==> config.mk <==
export PLATFORM = sky130hd
export DESIGN_NAME = schwap_spill_fill
export DESIGN_NICKNAME = d
export VERILOG_FILES = /design/src/rtl/schwap_spill_fill.sv
export SDC_FILE = /design/constraint.sdc
export NUM_CORES = 1
export LEC_CHECK = 0
export ABC_AREA = 1
export CAP_MARGIN = 20
export CORE_UTILIZATION = 40
export CTS_BUF_LIST = sky130_fd_sc_hd__clkbuf_4 sky130_fd_sc_hd__clkbuf_8
export DETAILED_ROUTE_END_ITERATION = 10
export PLACE_DENSITY = 0.81
export SYNTH_ARGS = -nofsm -noshare
export SYNTH_HDL_FRONTEND = slang
export SYNTH_SLANG_ARGS = --single-unit
==> constraint.sdc <==
create_clock -name clk -period 3.9 [get_ports clk]
set_clock_uncertainty 0.15 [all_clocks]
set_input_delay 0.585 -clock clk [delete_from_list [all_inputs] [get_ports clk]]
set_output_delay 0.585 -clock clk [all_outputs]
set_load 0.005 [all_outputs]
==> src/rtl/schwap_spill_fill.sv <==
// Spill/fill engine moving the schwappable registers between the register file and data memory.
// Optional SCHWAP_AUTOSWAP_EN adds a bank-swap strobe at the end of every spill.
module schwap_spill_fill #(
  parameter int DATA_W   = 16,
  parameter int MADDR_W  = 16,
  parameter int REG_BASE = 12,
  parameter int NUM_REGS = 4
) (
  input  logic               clk,
  input  logic               rst,
  input  logic               cmd_valid,
  output logic               cmd_ready,
  input  logic               cmd_op,
  input  logic [MADDR_W-1:0] cmd_base,
`ifdef SCHWAP_AUTOSWAP_EN
  input  logic [3:0]         cmd_bank,
  output logic [3:0]         schwap_reg,
  output logic               schwap_clk,
`endif
  output logic               busy,
  output logic               done,
  output logic [3:0]         rf_read_addr,
  input  logic [DATA_W-1:0]  rf_read_data,
  output logic               rf_write,
  output logic [3:0]         rf_write_addr,
  output logic [DATA_W-1:0]  rf_write_data,
  output logic               mem_req,
  output logic               mem_we,
  output logic [MADDR_W-1:0] mem_addr,
  output logic [DATA_W-1:0]  mem_wdata,
  input  logic [DATA_W-1:0]  mem_rdata,
  input  logic               mem_ack
);

  localparam logic [2:0] IDLE    = 3'd0;
  localparam logic [2:0] SPILL   = 3'd1;
  localparam logic [2:0] FILL_RD = 3'd2;
  localparam logic [2:0] FILL_WR = 3'd3;
  localparam logic [2:0] DONE    = 3'd4;
`ifdef SCHWAP_AUTOSWAP_EN
  localparam logic [2:0] SWAP    = 3'd5;
`endif

  localparam logic [3:0] RegBase = 4'(REG_BASE);
  localparam logic [1:0] IdxLast = 2'(NUM_REGS - 1);

  logic [2:0]         state;
  logic [1:0]         idx;
  logic [MADDR_W-1:0] baseLatched;
  logic [DATA_W-1:0]  holdReg;
  logic [3:0]         regIdx;
  logic [MADDR_W-1:0] memIdxAddr;
  logic               lastIdx;
`ifdef SCHWAP_AUTOSWAP_EN
  logic [3:0]         bankLatched;
`endif

  assign regIdx     = RegBase + {2'b00, idx};
  assign memIdxAddr = baseLatched + MADDR_W'(idx);
  assign lastIdx    = (idx == IdxLast);

  always_ff @(posedge clk or posedge rst) begin
    if (rst) begin
      state <= IDLE;
      idx   <= 2'd0;
    end else begin
      case (state)
        IDLE: begin
          if (cmd_valid) begin
            idx   <= 2'd0;
            state <= cmd_op ? FILL_RD : SPILL;
          end
        end
        // Back-to-back spill: mem_req stays high while idx advances.
        SPILL: begin
          if (mem_ack) begin
            if (lastIdx) begin
`ifdef SCHWAP_AUTOSWAP_EN
              state <= SWAP;
`else
              state <= DONE;
`endif
            end else begin
              idx <= idx + 2'd1;
            end
          end
        end
        FILL_RD: begin
          if (mem_ack) state <= FILL_WR;
        end
        FILL_WR: begin
          if (lastIdx) begin
            state <= DONE;
          end else begin
            idx   <= idx + 2'd1;
            state <= FILL_RD;
          end
        end
`ifdef SCHWAP_AUTOSWAP_EN
        SWAP:    state <= DONE;
`endif
        DONE:    state <= IDLE;
        default: state <= IDLE;
      endcase
    end
  end

  // Data holding registers need no reset: every output using them is gated by state.
  always_ff @(posedge clk) begin
    if (state == IDLE && cmd_valid) begin
      baseLatched <= cmd_base;
`ifdef SCHWAP_AUTOSWAP_EN
      bankLatched <= cmd_bank;
`endif
    end
    if (state == FILL_RD && mem_ack) holdReg <= mem_rdata;
  end

  always_comb begin
    cmd_ready     = (state == IDLE);
    busy          = (state != IDLE);
    done          = (state == DONE);
    rf_read_addr  = 4'd0;
    rf_write      = 1'b0;
    rf_write_addr = 4'd0;
    rf_write_data = '0;
    mem_req       = 1'b0;
    mem_we        = 1'b0;
    mem_addr      = '0;
    mem_wdata     = '0;
`ifdef SCHWAP_AUTOSWAP_EN
    schwap_clk    = 1'b0;
    schwap_reg    = 4'd0;
`endif
    case (state)
      SPILL: begin
        rf_read_addr = regIdx;
        mem_req      = 1'b1;
        mem_we       = 1'b1;
        mem_addr     = memIdxAddr;
        mem_wdata    = rf_read_data;
      end
      FILL_RD: begin
        mem_req  = 1'b1;
        mem_addr = memIdxAddr;
      end
      FILL_WR: begin
        rf_write      = 1'b1;
        rf_write_addr = regIdx;
        rf_write_data = holdReg;
      end
`ifdef SCHWAP_AUTOSWAP_EN
      SWAP: begin
        schwap_clk = 1'b1;
        schwap_reg = bankLatched;
      end
`endif
      default: ;
    endcase
  end

endmodule

---- Word-level counts from Yosys, hierarchy flattened ----
Index checks and enable logic that the tools add are counted.
Widths: inputs -> output; s select.
operators by class
  add/sub/neg operators ................... 3
  mux-type cells .......................... 19
  reductions and logical operators ........ 8
  eq/ne operators ......................... 9
operators by type and width
  operator             count
  $mux 16              3
  $add 16x2->16        1
  $mux 3               5
  $pmux 3 s4           1
  $mux 2               4
  $mux 4               2
  $ne 2x2->1 const B   4
  $eq 3x2->1 const B   2
  $pmux 2 s3           1
  $reduce_bool 3->1    2
  $add 3x3->4 const A  1
  $reduce_and 4->1     1
  $eq 3x1->1 const B   1
  $eq 3x3->1 const B   1
  $logic_not 3->1      1
  $mux 1               3
  $reduce_and 3->1     1
  $add 2x1->2 const B  1
  $eq 2x2->1 const B   1
  $logic_and 1x1->1    2
  $reduce_or 2->1      1
word-level totals
  input port bits ......................... 53
  output and inout bits ................... 62
  logic and storage cells ................. 43
  register bits ........................... 37

---- Longest topological paths before layout ----
Gate-level depths: netlist (run 1).
  depth in word-level cells ............... 4
  gate-level depth with buffers ........... 9
  depth with buffers taken out ............ 9

---- Least setup slack after synthesis (run 1) ----
Ideal clock, no wire load.
  path kind ............................... reg2out
  start point ............................. reg idx[0]
  end point ............................... out mem_addr[4]
  stages on the path, launching flop included .. 8
  arrival ................................. 1515 ps
  buffers on the path ..................... 0
  required time ........................... 3165 ps
  path slack .............................. 1650 ps
  cells stage by stage .................... dfrtp_1 ha_1 fa_1 nand2_1 inv_1 nand2_1 xor2_1 nor2_1
between the ends
  cells in the longest elaborated chain, start to end .. 2
RTL lines
  item                    RTL line  text
  start, declared         48        logic [1:0] idx;
  start signal, assigned  84        idx <= idx + 2'd1;
  start signal, assigned  95        idx <= idx + 2'd1;
  $add 16x2->16           59        assign memIdxAddr = baseLatched + MADDR_W'(idx);
  $mux 16                 135       case (state)
  end, declared           29        output logic [MADDR_W-1:0] mem_addr,
Every way passes these cells.

---- Worst setup path in the final report (run 1) ----
  start point ............................. reg idx[0]
  end point ............................... out mem_addr[2]
The elaborated chain is that of the path after synthesis.

==> results of run 1 <==
synth_stat cells (2+ instances only):
cell type | n | area [µm²]
a21oi_1 | 4 | 20.0
a21oi_2 | 5 | 43.8
buf_4 | 4 | 30.0
buf_6 | 4 | 45.0
dfrtp_1 | 5 | 125
edfxtp_1 | 32 | 961
ha_1 | 3 | 37.5
inv_1 | 58 | 218
nand2_1 | 47 | 176
nand2_4 | 2 | 22.5
nand3_1 | 10 | 50.1
nand3_2 | 2 | 20.0
nand4_1 | 3 | 18.8
nor2_1 | 62 | 233
nor2_4 | 2 | 22.5
nor3_1 | 4 | 20.0
o21ai_0 | 5 | 25.0
o21ai_2 | 3 | 26.3
xor2_1 | 2 | 17.5
metrics by stage:
step	setup slack (ns)	hold slack [ns]	total power (W)	area [µm²]
finish	0.779	0.352	0.00191	3420
detailed placement	1.06	0.454	0.00168	3340
global route	0.629	0.354	0.00206	3420
floorplan	1.65	0.214	0.00119	2190
global placement	1.15	0.432	0.00166	3340
CTS	0.759	0.352	0.00193	3420
worst reg2reg max path, stage by stage (launching register included):
cell	delay (ns)
dfrtp_1	0.43
inv_1	0.17
nand3_2	0.37
inv_1	0.27
a21oi_1	0.09
nor3_1	0.16
cells by family (layout without fill, tap and decap cells):
| kind of cell | count (synthesis) | after routing | share of synthesized area |
|---|---|---|---|
| flops | 37 | 37 | 0.497 |
| xor+xnor | 2 | 2 | 0.00801 |
| buf+inv | 68 | 183 | 0.142 |
| fa+ha+maj | 4 | 4 | 0.0263 |
| compound gates | 19 | 19 | 0.0589 |
| simple gates | 135 | 135 | 0.268 |
flip-flops by register name (all words and copies together), names as in the netlist:
name	flops
baseLatched	16
idx	2
holdReg	16
state	3
final cells by class:
| type | count | share of cell area |
|---|---|---|
| repair buffers | 116 | 0.338 |
| clock inverters | 3 | 0.00366 |
| clock buffers | 5 | 0.0201 |
| flip-flops and latches | 37 | 0.317 |
| inverters | 59 | 0.0647 |
| multi-input cells | 160 | 0.231 |
| well taps | 70 | 0.0256 |
power by group:
part / total [W] / switching, W / internal, W
registers: 0.000610 / 0.0000769 / 0.000533
clock network: 0.000244 / 0.000124 / 0.000120
logic: 0.00106 / 0.000503 / 0.000558
total: 0.00191 / 0.000704 / 0.00121
layer usage:
layer / GRT usage / vias to the layer above / share of wire
li1: - / 1037 / -
met1: 0.220 / 877 / 0.42
met2: 0.329 / 69 / 0.50
met3: 0.0482 / 4 / 0.071
met4: 0.0462 / 0 / 0.0082
met5: 0 / - / 0
how the worst max path moves through the flow:
| stage | endpoint | cells after the start | from | slack (ns) |
|---|---|---|---|---|
| 6_report | mem_addr[2] | 6 | idx[0] | 0.78 |
| 5_1_grt | mem_addr[2] | 6 | idx[0] | 0.63 |
| 4_1_cts | mem_addr[2] | 6 | idx[0] | 0.76 |
| 3_5_place_dp | mem_addr[2] | 6 | idx[0] | 1.06 |
| 3_3_place_gp | mem_addr[4] | 8 | idx[0] | 1.15 |
| 2_1_floorplan | mem_addr[4] | 7 | idx[0] | 1.65 |
==> reports/metrics.cfg, run 1 <==
[cells_and_area]
final_cell_mix = 114 x clkdlybuf4s50_1, 62 x nor2_1, 58 x inv_1, 47 x nand2_1, 32 x edfxtp_1
instances_no_fill = 450
final_util = 0.662
layout_commonest_cell = clkdlybuf4s50_1
diodes = 0
multi_input_area_um2 = 790
syn2layout_area_growth_pct = 56.5
nFillCells = 410
nNetsFinal = 436
drive_above_1_share = 0.0684
seqCellArea_mm2 = 0.00109

[worst_setup_path]
crit_arrival_ns = 2.39
critical-path-top-delay-family = adder cells
path_buf_inv = 2
slowest_delay_ns = 0.54
reg2reg_to = state[2]
cp_cell_sequence = ha_1, fa_1, nand2_1, inv_1, nor3_1, clkdlybuf4s50_1
worst-setup-path-type = reg2out
critPathSlowestCell = clkdlybuf4s50_1
r2r_slack_ns = 2.17
cp-start-kind = flip-flop
required_ns = 3.16
critPathCaptureType = output port
rr_startpoint = state[2]
cp_max_fo = 5
worstRegToRegCells = 5

[logic_synthesis]
synth_cells = 265
ys_warn_count = 0
syn_area_mm2 = 0.00219
ys_ff_latch = 37
avgSynthCellArea_um2 = 8.25
synthFlopType = edfxtp_1
synth_edf_count = 32
synth-seq-area-share = 0.497
synth_nets = 322
ys_types = 27
synthArstFlopShare = 0.135

[timing]
worst_pin_slew_ns = 0.419
rsz0062_at_grt = no
setup_violations = 0
finalSetupTns_ns = 0
fmax_mhz = 320
period_share = 0.800
finalMaxSlewViolations = 0
min_period_ns = 3.12
max_slew_margin = 0.720
hold_violations = 0

[route]
vias = 1987
totalWireLength_um = 5230
drcViolationCount = 0
drtIter0Drc = 84
vias_per_cell = 4.42
ant_nets = 0
wire_per_inst_um = 11.6
drtPass1Iterations = 4

[clocking]
clockBufferDepth = 2
clock-sinks = 37
clock_latency_ns = 0.28
cts_inserted_buffers = 5
postCtsHoldBufs = 0
ctsResizeCount = 0
cts_max_level = 2
cts_setup_buffers = 0
clk_pin_slew_ns = 0.07
cts_root_buf = clkbuf_8
cts_tree = yes

[placed_design]
io_buffers = 114
dp.cells = 442
hpwl_um = 4220
gp_congestion = 0.832

[grt]
overflow = 0
grt_pass1_vias = 1896
track_usage = 0.184
grt_max_degree = 24
grt_pass1_wl_um = 8530
antenna_found_initial = 0

[floorplanning]
io_pins = 115
die_height_um = 75.9
die_area_mm2 = 0.00577
die_x_um = 75.9
start_util = 0.423
core-area_mm2 = 0.00517
placementRows = 26

[pwr]
p_per_area_mw_per_mm2 = 560
p_leak_nw = 1.49
ir_worst_vdd_v = 0.000240

[hold_path]
hold_class = in2async

[run]
maxCapViolCount = 0

[outcome]
status = complete, no violations

Note: power is estimated with default switching activity, not from simulation.
==> inputs of run 2 (changes only) <==
- clock period: 3.9 -> 2.9 ns (I/O delays scaled with it)
==> run 2 against run 1 <==
Sequential cell count is the same. Core utilization rose by 0.94 points. Critical path depth rose by 4. Worst hold slack got worse by 0.14 ns. Clock power is 34% higher.
==> reports/metrics.cfg, run 2 (synthesis results as in run 1) <==
[outcome]
status = complete, no violations

[grt]
antenna_found_initial = 0
overflow = 0
grt_max_degree = 24
grt_pass1_wl_um = 8700
grt_pass1_vias = 1933
track_usage = 0.189

[timing]
setup_violations = 0
rsz0062_at_grt = yes
finalMaxSlewViolations = 0
finalSetupTns_ns = 0
fmax_mhz = 360
worst_pin_slew_ns = 0.424
hold_violations = 0
max_slew_margin = 0.717
fin_hold_ws_ns = 0.208
period_share = 0.957
min_period_ns = 2.78

[route]
ant_nets = 0
drtIter0Drc = 129
drtPass1Iterations = 4
totalWireLength_um = 5360
drcViolationCount = 0
wire_per_inst_um = 11.9
vias_per_cell = 4.43
vias = 2000

[cells_and_area]
drive_above_1_share = 0.0892
final_cell_mix = 114 x clkdlybuf4s50_1, 61 x nor2_1, 58 x inv_1, 45 x nand2_1, 32 x edfxtp_1
nNetsFinal = 437
stdcell_area_mm2 = 0.00347
layout_commonest_cell = clkdlybuf4s50_1
syn2layout_area_growth_pct = 58.7
nFillCells = 406
diodes = 0
top_regs = baseLatched: 16 flops, holdReg: 16 flops, state: 3 flops

[floorplanning]
die_area_mm2 = 0.00577
die_height_um = 75.9
die_x_um = 75.9
core-area_mm2 = 0.00517
placementRows = 26
start_util = 0.423
io_pins = 115

[clocking]
cts_tree = yes
clock_latency_ns = 0.28
cts_max_level = 2
postCtsHoldBufs = 0
clockBufferDepth = 2
clk_pin_slew_ns = 0.07
cts_root_buf = clkbuf_8
cts_inserted_buffers = 5
clock-sinks = 37

[worst_setup_path]
critPathCaptureType = output port
required_ns = 2.32
cp_max_fo = 5
path_buf_inv = 2
crit_arrival_ns = 2.19
r2r_slack_ns = 1.16
worst-setup-path-type = reg2out
cp_cell_sequence = ha_1, nand2_1, nand2_1, nand2_2, nor2_4, nand2_1, nand2_1, inv_1, nor2_1, clkdlybuf4s50_1
cp-start-kind = flip-flop
critPathSlowestCell = clkdlybuf4s50_1
slowest_delay_ns = 0.51
path_common_cell = nand2_1
reg2reg_to = state[1]
rr_startpoint = state[2]
critical-path-top-delay-family = simple AND/OR/NAND/NOR gates
worstRegToRegCells = 7

[placed_design]
hpwl_um = 4210
io_buffers = 114
dpl-instance-area_mm2 = 0.00334
gp_congestion = 0.832

[pwr]
p_leak_nw = 1.49
p_per_area_mw_per_mm2 = 760
ir_worst_vdd_v = 0.000349

[hold_path]
hold_class = in2async

[run]
maxCapViolCount = 0

-- run 2: per-layer routing --
layer | track usage | wire length, µm | vias up
met5 | 0 | 0 | -
met4 | 0.0615 | 60 | 0
met3 | 0.0590 | 379 | 6
met2 | 0.335 | 2720 | 76
met1 | 0.217 | 2200 | 877
li1 | - | - | 1041
-- run 2: final cells by class --
| cell class | instances | area [µm²] | area share |
|---|---|---|---|
| flip-flops and latches | 37 | 1090 | 0.313 |
| inverters | 59 | 221 | 0.0638 |
| repair buffers | 117 | 1160 | 0.335 |
| multi-input cells | 160 | 830 | 0.239 |
| clock inverters | 3 | 12.5 | 0.00360 |
| well taps | 70 | 87.6 | 0.0252 |
| clock buffers | 5 | 68.8 | 0.0198 |
-- run 2: worst register-to-register path, delay by kind of cell (launching register included) --
kind	cells	cell delay [ns]
buffers and inverters	2	0.45
flip-flops	1	0.43
AND/OR/NAND/NOR	5	0.65
-- run 2: worst max path at each step --
stage          cells after the start           end            from  slack (ns)
3_5_place_dp                       6   mem_addr[2]          idx[0]        0.22
5_1_grt                           10  mem_addr[11]  baseLatched[1]       -0.02
4_1_cts                           10  mem_addr[11]          idx[1]       0.001
3_3_place_gp                       8   mem_addr[4]          idx[0]        0.30
2_1_floorplan                      7   mem_addr[4]          idx[0]        0.80
6_report                          10  mem_addr[11]          idx[1]        0.12
-- run 2: through the flow --
stage	instances	power, W	utilization	worst slack [ns]
floorplan	265	0.00159	-	0.800
global placement	442	0.00223	0.646	0.305
detailed placement	442	0.00226	0.646	0.218
CTS	451	0.00261	0.664	0.00131
global route	451	0.00283	0.671	-0.0247
finish	451	0.00264	0.671	0.124
-- run 2: power by group --
| group | switching, W | leakage [nW] | internal (W) |
|---|---|---|---|
| sequential | 0.000106 | 0.359 | 0.000717 |
| combinational | 0.000710 | 1.09 | 0.000777 |
| clock | 0.000164 | 0.0430 | 0.000161 |
-- run 2: timing repair --
action                     CTS  global route
setup endpoints to repair    4             9
pin swaps                    0             1
resized for setup            2             8
setup buffers                1             0
==> inputs of run 3 (changes only) <==
- CORE_MARGIN: default -> 3
- RECOVER_POWER: default -> 100
==> run 3 against run 2 <==
Sequential power about the same. Maximum frequency increased by 0.16%. Non-clock buffer count increased by 2. Final cell count increased by 0.44%. Critical path depth decreased by 2. First-iteration DRC count decreased by 53%. Count of clock-buffer cells in the layout increased by 1. Cell area about the same. Clock power increased by 4%. Total power decreased by 1.4%. Worst setup slack improved by 0.0045 ns. Core utilization decreased by 0.44 points. Highest routed layer unchanged.
==> reports/metrics.cfg, run 3 (synthesis results as in run 1) <==
[worst_setup_path]
cp_max_fo = 3
worst-setup-path-type = reg2out
critical-path-top-delay-family = adder cells
cp-start-kind = flip-flop
critPathSlowestCell = clkdlybuf4s50_1
critPathCaptureType = output port
cp_cell_sequence = ha_1, fa_2, nand2_2, inv_1, nand2_1, xor2_1, nor2_1, clkdlybuf4s50_1
crit_arrival_ns = 2.19
path_buf_inv = 2
required_ns = 2.32
slowest_delay_ns = 0.50

[cells_and_area]
nFillCells = 429
instances_no_fill = 453
drive_above_1_share = 0.0862
syn2layout_area_growth_pct = 58.6
top_regs = baseLatched: 16 flops, holdReg: 16 flops, state: 3 flops
diodes = 0
nNetsFinal = 439
final_cell_mix = 61 x nor2_1, 61 x clkdlybuf4s50_1, 58 x inv_1, 52 x dlygate4sd3_1, 45 x nand2_1
final_util = 0.667

[route]
drtPass1Iterations = 4
totalWireLength_um = 5850
vias = 2034
drcViolationCount = 0
vias_per_cell = 4.49
drtIter0Drc = 61
wire_per_inst_um = 12.9
ant_nets = 0

[grt]
grt_max_degree = 24
grt_pass1_vias = 2066
overflow = 0
grt_pass1_wl_um = 9440
track_usage = 0.193
antenna_found_initial = 0

[run]
maxCapViolCount = 0

[floorplanning]
die_area_mm2 = 0.00639
die_height_um = 79.9
start_util = 0.420
core-area_mm2 = 0.00520
placementRows = 26
die_x_um = 79.9
io_pins = 115

[timing]
worst_pin_slew_ns = 0.867
rsz0062_at_grt = yes
fin_hold_ws_ns = 0.345
hold_violations = 0
min_period_ns = 2.77
finalMaxSlewViolations = 0
period_share = 0.956
max_slew_margin = 0.422
fmax_mhz = 361
setup_violations = 0

[pwr]
p_leak_nw = 1.57
power_w = 0.00260
p_per_area_mw_per_mm2 = 749
ir_worst_vdd_v = 0.000470

[clocking]
cts_max_level = 2
cts_root_buf = clkbuf_8
clockBufferDepth = 2
clock-sinks = 37
cts_tree = yes
clock_latency_ns = 0.27
cts_inserted_buffers = 5
clk_pin_slew_ns = 0.06

[placed_design]
hpwl_um = 4750
io_buffers = 114
dp.cells = 442
gp_congestion = 0.843

[hold_path]
hold_class = in2async

[outcome]
status = complete, no violations

-- run 3: routing by layer --
layer / global-route usage / up-vias / share of wire / routed length, µm
met2: 0.349 / 78 / 0.51 / 3000
li1: - / 1044 / - / -
met5: 0 / - / 0 / 0
met3: 0.0700 / 8 / 0.086 / 501
met4: 0.0574 / 0 / 0.015 / 87
met1: 0.209 / 904 / 0.39 / 2270
-- run 3: layout make-up --
cell class	count	area (µm²)	share of cell area
sequential	37	1090	0.313
tap	70	87.6	0.0252
multi-input combinational	160	813	0.234
clock inverter	2	10.0	0.00288
clock buffer	6	76.3	0.0220
inverter	59	221	0.0638
timing repair buffer	119	1170	0.338
-- run 3: final timing paths --
| path | depth (start not counted) | endpoint | slack, ns | start |
|---|---|---|---|---|
| setup / recovery | 8 | mem_addr[4] | 0.13 | idx[0] |
| hold / removal | 2 | state[2] | 0.34 | rst |
| setup reg to reg | 4 | holdReg[2] | 0.75 | state[0] |
| hold reg to reg | 3 | idx[1] | 0.50 | idx[1] |
| max in group asynchronous | 2 | idx[1] | 2.07 | rst |
| min in group clk | 3 | idx[1] | 0.50 | idx[1] |
-- run 3: power breakdown --
group / internal, W / switching (W) / leakage, nW
sequential: 0.000720 / 0.000104 / 0.359
clock: 0.000176 / 0.000163 / 0.0484
combinational: 0.000724 / 0.000714 / 1.17
-- run 3: stage by stage --
stage               area, µm²    TNS, ns  setup WS [ns]
floorplan                2190          0          0.800
global placement         3340          0          0.303
detailed placement       3340          0          0.254
CTS                      3440          0         0.0163
global route             3470  -0.000493      -0.000493
finish                   3470          0          0.129
-- run 3: timing repair --
action	in CTS	in global routing
pin swaps	0	1
gates resized for setup	1	7
endpoints found under the setup margin	5	11
hold buffers	0	0
gates cloned	0	0
setup buffers	1	2
